## src/rtl/mem_boot_loader.sv

```systemverilog
// Boot sequencer: holds the core in reset and streams a length-prefixed image into memory.
// Optional macro BOOT_CHECKSUM_EN adds a trailing checksum byte and an error state.
module mem_boot_loader #(
    parameter int WIDTH     = 8,
    parameter int START_ADR = 0
) (
    input  logic             clk,
    input  logic             reset,
    input  logic [7:0]       in_data,
    input  logic             in_valid,
    output logic             in_ready,
    input  logic             cpu_memwrite,
    input  logic [WIDTH-1:0] cpu_adr,
    input  logic [WIDTH-1:0] cpu_writedata,
    output logic             mem_memwrite,
    output logic [WIDTH-1:0] mem_adr,
    output logic [WIDTH-1:0] mem_writedata,
    output logic             cpu_resetn,
    output logic             busy,
    output logic             err
);

    typedef enum logic [2:0] {
        S_LEN   = 3'd0,
        S_LOAD  = 3'd1,
        S_DRAIN = 3'd2,
        S_RUN   = 3'd3,
        S_CHK   = 3'd4,
        S_ERR   = 3'd5
    } state_t;

`ifdef BOOT_CHECKSUM_EN
    localparam state_t S_AFTER_DATA = S_CHK;
`else
    localparam state_t S_AFTER_DATA = S_DRAIN;
`endif

    state_t           state_q, state_d;
    logic [7:0]       cnt_q, cnt_d;
    logic [7:0]       len_q, len_d;
    logic             wr_en_q, wr_en_d;
    logic [WIDTH-1:0] wr_adr_q, wr_adr_d;
    logic [WIDTH-1:0] wr_data_q, wr_data_d;
    logic             cpu_resetn_q, cpu_resetn_d;
    logic             busy_q, busy_d;
    logic             err_q, err_d;
    logic             xfer_s;
    logic [WIDTH-1:0] load_adr_s;
`ifdef BOOT_CHECKSUM_EN
    logic [7:0]       sum_q, sum_d;
    logic [7:0]       chk_sum_s;
`endif

    assign xfer_s     = in_valid && in_ready;
    // Address arithmetic deliberately wraps at 2^WIDTH.
    assign load_adr_s = WIDTH'(START_ADR) + WIDTH'(cnt_q);
`ifdef BOOT_CHECKSUM_EN
    assign chk_sum_s  = sum_q + in_data;
`endif

    // Handshake ready decoded from the registered state
    always_comb begin
        in_ready = 1'b0;
        case (state_q)
            S_LEN:   in_ready = 1'b1;
            S_LOAD:  in_ready = 1'b1;
`ifdef BOOT_CHECKSUM_EN
            S_CHK:   in_ready = 1'b1;
`endif
            default: in_ready = 1'b0;
        endcase
    end

    // Next-state, write pipeline and status computation
    always_comb begin
        state_d   = state_q;
        cnt_d     = cnt_q;
        len_d     = len_q;
        wr_en_d   = 1'b0;
        wr_adr_d  = wr_adr_q;
        wr_data_d = wr_data_q;
`ifdef BOOT_CHECKSUM_EN
        sum_d     = sum_q;
`endif
        case (state_q)
            S_LEN: begin
                if (xfer_s) begin
                    len_d = in_data;
                    cnt_d = 8'd0;
`ifdef BOOT_CHECKSUM_EN
                    sum_d = in_data;
`endif
                    if (in_data == 8'd0) begin
                        state_d = S_AFTER_DATA;
                    end else begin
                        state_d = S_LOAD;
                    end
                end else begin
                    state_d = S_LEN;
                end
            end
            S_LOAD: begin
                if (xfer_s) begin
                    wr_en_d   = 1'b1;
                    wr_adr_d  = load_adr_s;
                    wr_data_d = WIDTH'(in_data);
                    cnt_d     = cnt_q + 8'd1;
`ifdef BOOT_CHECKSUM_EN
                    sum_d     = chk_sum_s;
`endif
                    if (cnt_q == len_q - 8'd1) begin
                        state_d = S_AFTER_DATA;
                    end else begin
                        state_d = S_LOAD;
                    end
                end else begin
                    state_d = S_LOAD;
                end
            end
`ifdef BOOT_CHECKSUM_EN
            S_CHK: begin
                if (xfer_s) begin
                    if (chk_sum_s == 8'd0) begin
                        state_d = S_DRAIN;
                    end else begin
                        state_d = S_ERR;
                    end
                end else begin
                    state_d = S_CHK;
                end
            end
            S_ERR:   state_d = S_ERR;
`endif
            S_DRAIN: state_d = S_RUN;
            S_RUN:   state_d = S_RUN;
            default: state_d = S_LEN;
        endcase
        // Release coincides with the edge entering RUN, never alongside a write.
        cpu_resetn_d = (state_d == S_RUN);
        busy_d       = (state_d != S_RUN);
`ifdef BOOT_CHECKSUM_EN
        err_d        = (state_d == S_ERR);
`else
        err_d        = 1'b0;
`endif
    end

    // State and pipeline registers with synchronous active-low reset
    always_ff @(posedge clk) begin
        if (!reset) begin
            state_q      <= S_LEN;
            cnt_q        <= 8'd0;
            len_q        <= 8'd0;
            wr_en_q      <= 1'b0;
            wr_adr_q     <= '0;
            wr_data_q    <= '0;
            cpu_resetn_q <= 1'b0;
            busy_q       <= 1'b1;
            err_q        <= 1'b0;
`ifdef BOOT_CHECKSUM_EN
            sum_q        <= 8'd0;
`endif
        end else begin
            state_q      <= state_d;
            cnt_q        <= cnt_d;
            len_q        <= len_d;
            wr_en_q      <= wr_en_d;
            wr_adr_q     <= wr_adr_d;
            wr_data_q    <= wr_data_d;
            cpu_resetn_q <= cpu_resetn_d;
            busy_q       <= busy_d;
            err_q        <= err_d;
`ifdef BOOT_CHECKSUM_EN
            sum_q        <= sum_d;
`endif
        end
    end

    // Memory port ownership: loader pipeline while busy, core pass-through after
    always_comb begin
        if (busy_q) begin
            mem_memwrite  = wr_en_q;
            mem_adr       = wr_adr_q;
            mem_writedata = wr_data_q;
        end else begin
            mem_memwrite  = cpu_memwrite;
            mem_adr       = cpu_adr;
            mem_writedata = cpu_writedata;
        end
    end

    assign cpu_resetn = cpu_resetn_q;
    assign busy       = busy_q;
    assign err        = err_q;

endmodule

```

## config.mk

```make
export PLATFORM = sky130hd
export DESIGN_NAME = mem_boot_loader
export DESIGN_NICKNAME = d
export VERILOG_FILES = /design/src/rtl/mem_boot_loader.sv
export SDC_FILE = /design/constraint.sdc
export NUM_CORES = 1
export LEC_CHECK = 0
export BUFFER_PORTS_ARGS = -buffer_cell sky130_fd_sc_hd__buf_2
export CAP_MARGIN = 20
export CELL_PAD_IN_SITES_DETAIL_PLACEMENT = 1
export CELL_PAD_IN_SITES_GLOBAL_PLACEMENT = 1
export CORE_MARGIN = 4
export CORE_UTILIZATION = 38
export DETAILED_ROUTE_END_ITERATION = 10
export MAX_ROUTING_LAYER = met4
export PLACE_DENSITY_LB_ADDON = 0.1
export REMOVE_ABC_BUFFERS = 1
export SLEW_MARGIN = 20
export SYNTH_ARGS = -nofsm -noshare
export SYNTH_HDL_FRONTEND = slang
export SYNTH_SLANG_ARGS = --single-unit
```

## constraint.sdc

```tcl
create_clock -name clk -period 2.3 [get_ports clk]
set_clock_uncertainty 0.1 [all_clocks]
set_input_delay 0.46 -clock clk [delete_from_list [all_inputs] [get_ports clk]]
set_output_delay 0.46 -clock clk [all_outputs]
set_load 0.02 [all_outputs]
```

==> impl_metrics.ini, run 1 <==
[cts]
clk_latency_ps = 280
cts_setup_buffers = 0
cts-root-buf = clkbuf_8
ctsHoldBuffers = 0
cts_buffer_depth = 2
cts.htree.levels = 2
clkTransAtPathRegs_ps = 70
cts_inserted_buffers = 5
clock-sinks = 37
cts_resized = 0
cts_tree = yes

[synth]
ys_top_cells_by_count = 59 x nand2_1, 37 x dfxtp_1, 17 x mux2_2, 16 x a21boi_1, 11 x nor2_1
async_flop_share_pct = 0
ys_seq_elements = 37
synth.area.top_cells = dfxtp_1 38%, nand2_1 12%, mux2_2 9.9%, a21boi_1 6.2%, a21boi_0 3.9%
postSynthAreaPerCell_um2 = 8.372
synth_ff_type = dfxtp_1
synth-seq-area-share_pct = 38.47
synth_edf_count = 0
synth.largest_area_cell = dfxtp_1
yosysMostFrequentCell = nand2_1
syn_area_um2 = 1926
yosysWarnings = 0
ys_types = 35
synth_cells = 230
synth_top_cell_area_share_pct = 38.47

[timing]
fin_crit_ps = 1975
rsz0062_at_grt = no
setup-tns-final_ps = 0
finalSetupViolations = 0
fmax_ghz = 0.5064
period_share_pct = 85.86
hold_viol_final = 0
worst_slack_ps = 325.2
drv_slew = 0

[floorplan]
pin_count = 49
core_area_um2 = 4817
die_height_um = 79.19
start_util_pct = 39.97
die_area_um2 = 6270
die_width_um = 79.19
rows = 25

[route]
first_pass_iters = 4
via_per_inst = 4.982
wl_mm = 4.740
vias = 1699
ant_nets = 0
drc = 0
wl_per_cell_um = 13.90
drt-initial-drc-count = 78

[global_routing]
grt_pass1_vias = 1813
grt_pass1_wl_mm = 8.273
overflow = 0
grt_max_degree = 21
antenna_found_initial = 0
gr-usage-all-layers_pct = 16.94

[placed_design]
place_congestion = 0.7598
postPlaceCellArea_um2 = 2210
hpwl_mm = 3.655
place_ws_ps = 341.8
port_buffers = 47
dp_cells = 333

[worst_setup_path]
startpoint_type = flop
critical-path-top-delay-family = compound AO/OA/AOI/OAI gates
setup.worst_path.class = flop to flop
end_kind = flop
slowest_delay_ps = 450
slowest_stage = dfxtp_1
path_buf_inv = 1
cp_max_fo = 8
cp.arrival_ps = 2110
path_cells = inv_1 -> ha_1 -> o21ba_1 -> a221oi_1 -> a41oi_1 -> a211oi_2 -> a31o_1
crit_required_ps = 2430

[job]
maxCapViolCount = 0

[final_layout]
regArea_um2 = 740.7
multi_input_area_um2 = 1094
nNetsFinal = 303
antenna_cells = 0
fin_area_um2 = 2311
fillers = 622
area_delta_synth_final_pct = 20.01
final_cell_count_no_fill = 341
drive_gt1_share_pct = 29.20

[worst_hold_path]
hold_path.class = input pin to flop

[power_and_ir_drop]
power_density_nw_per_um2 = 600.0
ir_drop_mv = 0.2613
p_leak_nw = 0.9936
power.total_mw = 1.387

[run_status]
status = completed
==> worst reg2reg max path: cells and delay by family (launching register included) <==
| family | cells | cell delay [ps] |
|---|---|---|
| buffers and inverters | 1 | 80 |
| adder cells (fa/ha/maj) | 1 | 310 |
| flip-flops | 1 | 450 |
| AO/OA/AOI/OAI | 5 | 990 |
==> flip-flops by register name (all words and copies together), names as in the netlist <==
register,count
cnt_q,8
cpu_resetn,1
wr_adr_q,8
busy,1
state_q,2
wr_en_q,1
wr_data_q,8
len_q,8
==> placed cells by master (no fill, tap or decap), types with 7 or more instances in the layout <==
cell type  count
nand2_1       59
xnor2_1        7
a21boi_0      10
dfxtp_1       37
nor2_1        11
mux2_2        17
buf_2         47
clkbuf_8       7
xor2_1         8
a21boi_1      16
==> routing by layer <==
metal | track usage (%) | share of wire (%)
met5 | - | 0
met4 | 5.670 | 1.4
met3 | 2.834 | 4.5
met2 | 29.71 | 50
met1 | 19.61 | 44
==> stage by stage <==
step	utilization (%)	hold slack [ps]
floorplan	-	319.5
global placement	45.87	344.5
detailed placement	45.87	345.2
CTS	47.97	325.2
global route	47.97	341.3
finish	47.97	329.8
==> kinds of logic after synthesis <==
kind of cell,Yosys count,synth area share (%)
compound gates,42,16.37
buf+inv,21,4.743
simple gates,95,22.16
mux,17,9.941
fa+ha+maj,2,1.299
other cells,1,0.1947
flops,37,38.47
xor+xnor,15,6.823
==> worst paths after layout <==
check,start,to,slack [ps],cells after the start
setup / recovery,len_q[0],state_q[1],330,7
hold / removal,in_data[3],wr_data_q[3],330,3
hold reg to reg,wr_adr_q[0],wr_adr_q[0],350,2
setup reg to reg,len_q[0],state_q[1],330,7
==> report_power, final <==
| group | total [mW] | internal, mW | switching [mW] |
|---|---|---|---|
| sequential | 0.688 | 0.662 | 0.0259 |
| clock | 0.496 | 0.271 | 0.225 |
| combinational | 0.202 | 0.0898 | 0.113 |
| total | 1.39 | 1.02 | 0.364 |
==> area by class of cell <==
class	count	share of cell area, %
clock buffer	7	4.169
clock inverter	1	0.2166
inverter	5	0.8121
multi-input combinational	172	47.32
sequential	37	32.05
tap	67	3.627
timing repair buffer	52	11.80
Power figures use the tool's default switching activity.
==> run 2, diff against run 1 <==
--- a/config.mk
+++ b/config.mk
@@ -9,7 +9,7 @@
 export CAP_MARGIN = 20
 export CELL_PAD_IN_SITES_DETAIL_PLACEMENT = 1
 export CELL_PAD_IN_SITES_GLOBAL_PLACEMENT = 1
-export CORE_MARGIN = 4
+export CORE_MARGIN = 3
 export CORE_UTILIZATION = 38
 export DETAILED_ROUTE_END_ITERATION = 10
 export MAX_ROUTING_LAYER = met4
==> impl_metrics.ini, run 2 (synthesis gave the netlist of run 1 again) <==
[route]
drc = 0
ant_nets = 0
drt-initial-drc-count = 45
wl_per_cell_um = 13.30
first_pass_iters = 4
vias = 1696
wl_mm = 4.537
via_per_inst = 4.974

[timing]
hold_viol_final = 0
fin_crit_ps = 1972
hold_slack_ps = 323.4
rsz0062_at_grt = no
finalSetupViolations = 0
fmax_ghz = 0.5072
setup-tns-final_ps = 0
period_share_pct = 85.73
drv_slew = 0

[floorplan]
start_util_pct = 39.97
die_width_um = 77.19
die_height_um = 77.19
rows = 25
die_area_um2 = 5958
pin_count = 49
core_area_um2 = 4817

[power_and_ir_drop]
power.total_mw = 1.554
p_leak_nw = 1.007
power_density_nw_per_um2 = 663.1
ir_drop_mv = 0.2328

[cts]
clk_latency_ps = 290
cts_setup_buffers = 0
cts_buffer_depth = 2
clock-sinks = 37
cts-root-buf = clkbuf_8
clkTransAtPathRegs_ps = 80
ctsHoldBuffers = 0
cts_tree = yes
cts_inserted_buffers = 5
cts_resized = 0
cts.htree.levels = 2

[worst_setup_path]
path_buf_inv = 1
r2r_cells = 7
slowest_stage = dfxtp_1
slowest_delay_ps = 460
setup.worst_path.class = flop to flop
crit_cells = 7
path_cells = inv_1 -> ha_1 -> o21ba_1 -> a221oi_1 -> a41oi_1 -> a211oi_2 -> a31o_1
crit_required_ps = 2440
startpoint_type = flop
cp.arrival_ps = 2110
cp_max_fo = 8
critical-path-top-delay-family = compound AO/OA/AOI/OAI gates
end_kind = flop

[global_routing]
antenna_found_initial = 0
overflow = 0
gr-usage-all-layers_pct = 17.17
grt_pass1_wl_mm = 8.107
grt_max_degree = 20
grt_pass1_vias = 1771

[final_layout]
drive_gt1_share_pct = 29.20
layout_commonest_cell = nand2_1
layout_common_cells = 59 x nand2_1, 47 x buf_2, 37 x dfxtp_1
area_delta_synth_final_pct = 21.70
fin_area_um2 = 2344
nNetsFinal = 303
final_cell_count_no_fill = 341
antenna_cells = 0

[placed_design]
port_buffers = 47
dp_cells = 333
postPlaceCellArea_um2 = 2210
hpwl_mm = 3.518
place_congestion = 0.7601

[worst_hold_path]
holdPathStages = 3
hold_path.class = input pin to flop

[job]
maxCapViolCount = 0

[run_status]
status = completed
[run 2: layer usage]
metal	GRT usage, %	up-vias	part of all wire, %
met4	4.270	0	1.1
met5	-	-	0
met1	19.73	792	44
met2	30.14	42	50
li1	-	855	-
met3	3.873	7	4.9
[run 2: metrics by stage]
stage | utilization (%) | setup WS (ps)
final | 48.65 | 328.2
after global routing | 48.65 | 171.0
after CTS | 48.65 | 327.1
after detailed placement | 45.87 | 354.5
after global placement | 45.87 | 407.9
after floorplan | - | 510.8
[run 2: where the power goes]
group          total (mW)  switching (mW)  internal (mW)  leakage (nW)
sequential          0.688          0.0256          0.662         0.300
combinational       0.200           0.111         0.0897         0.639
clock               0.666           0.235          0.431        0.0681
[run 2: final cells by class]
class / instances / area [µm²]
repair buffers: 52 / 272.8
flip-flops and latches: 37 / 740.7
clock inverters: 3 / 65.06
clock buffers: 5 / 68.82
multi-input cells: 172 / 1094
inverters: 5 / 18.77
fillers: 643 / 2474
well taps: 67 / 83.83
[run 2: final timing paths]
| path | startpoint | to | slack (ps) |
|---|---|---|---|
| worst min register to register | wr_adr_q[5] | wr_adr_q[5] | 350 |
| worst max register to register | len_q[0] | state_q[1] | 330 |
| worst min-delay path | in_data[7] | wr_data_q[7] | 320 |
| worst max-delay path | len_q[0] | state_q[1] | 330 |
[run 2: worst min-delay path, delay by kind of cell]
| kind | cells | cell delay, ps |
|---|---|---|
| AND/OR/NAND/NOR | 1 | 50 |
| AO/OA/AOI/OAI | 1 | 50 |
| buffers and inverters | 1 | 110 |
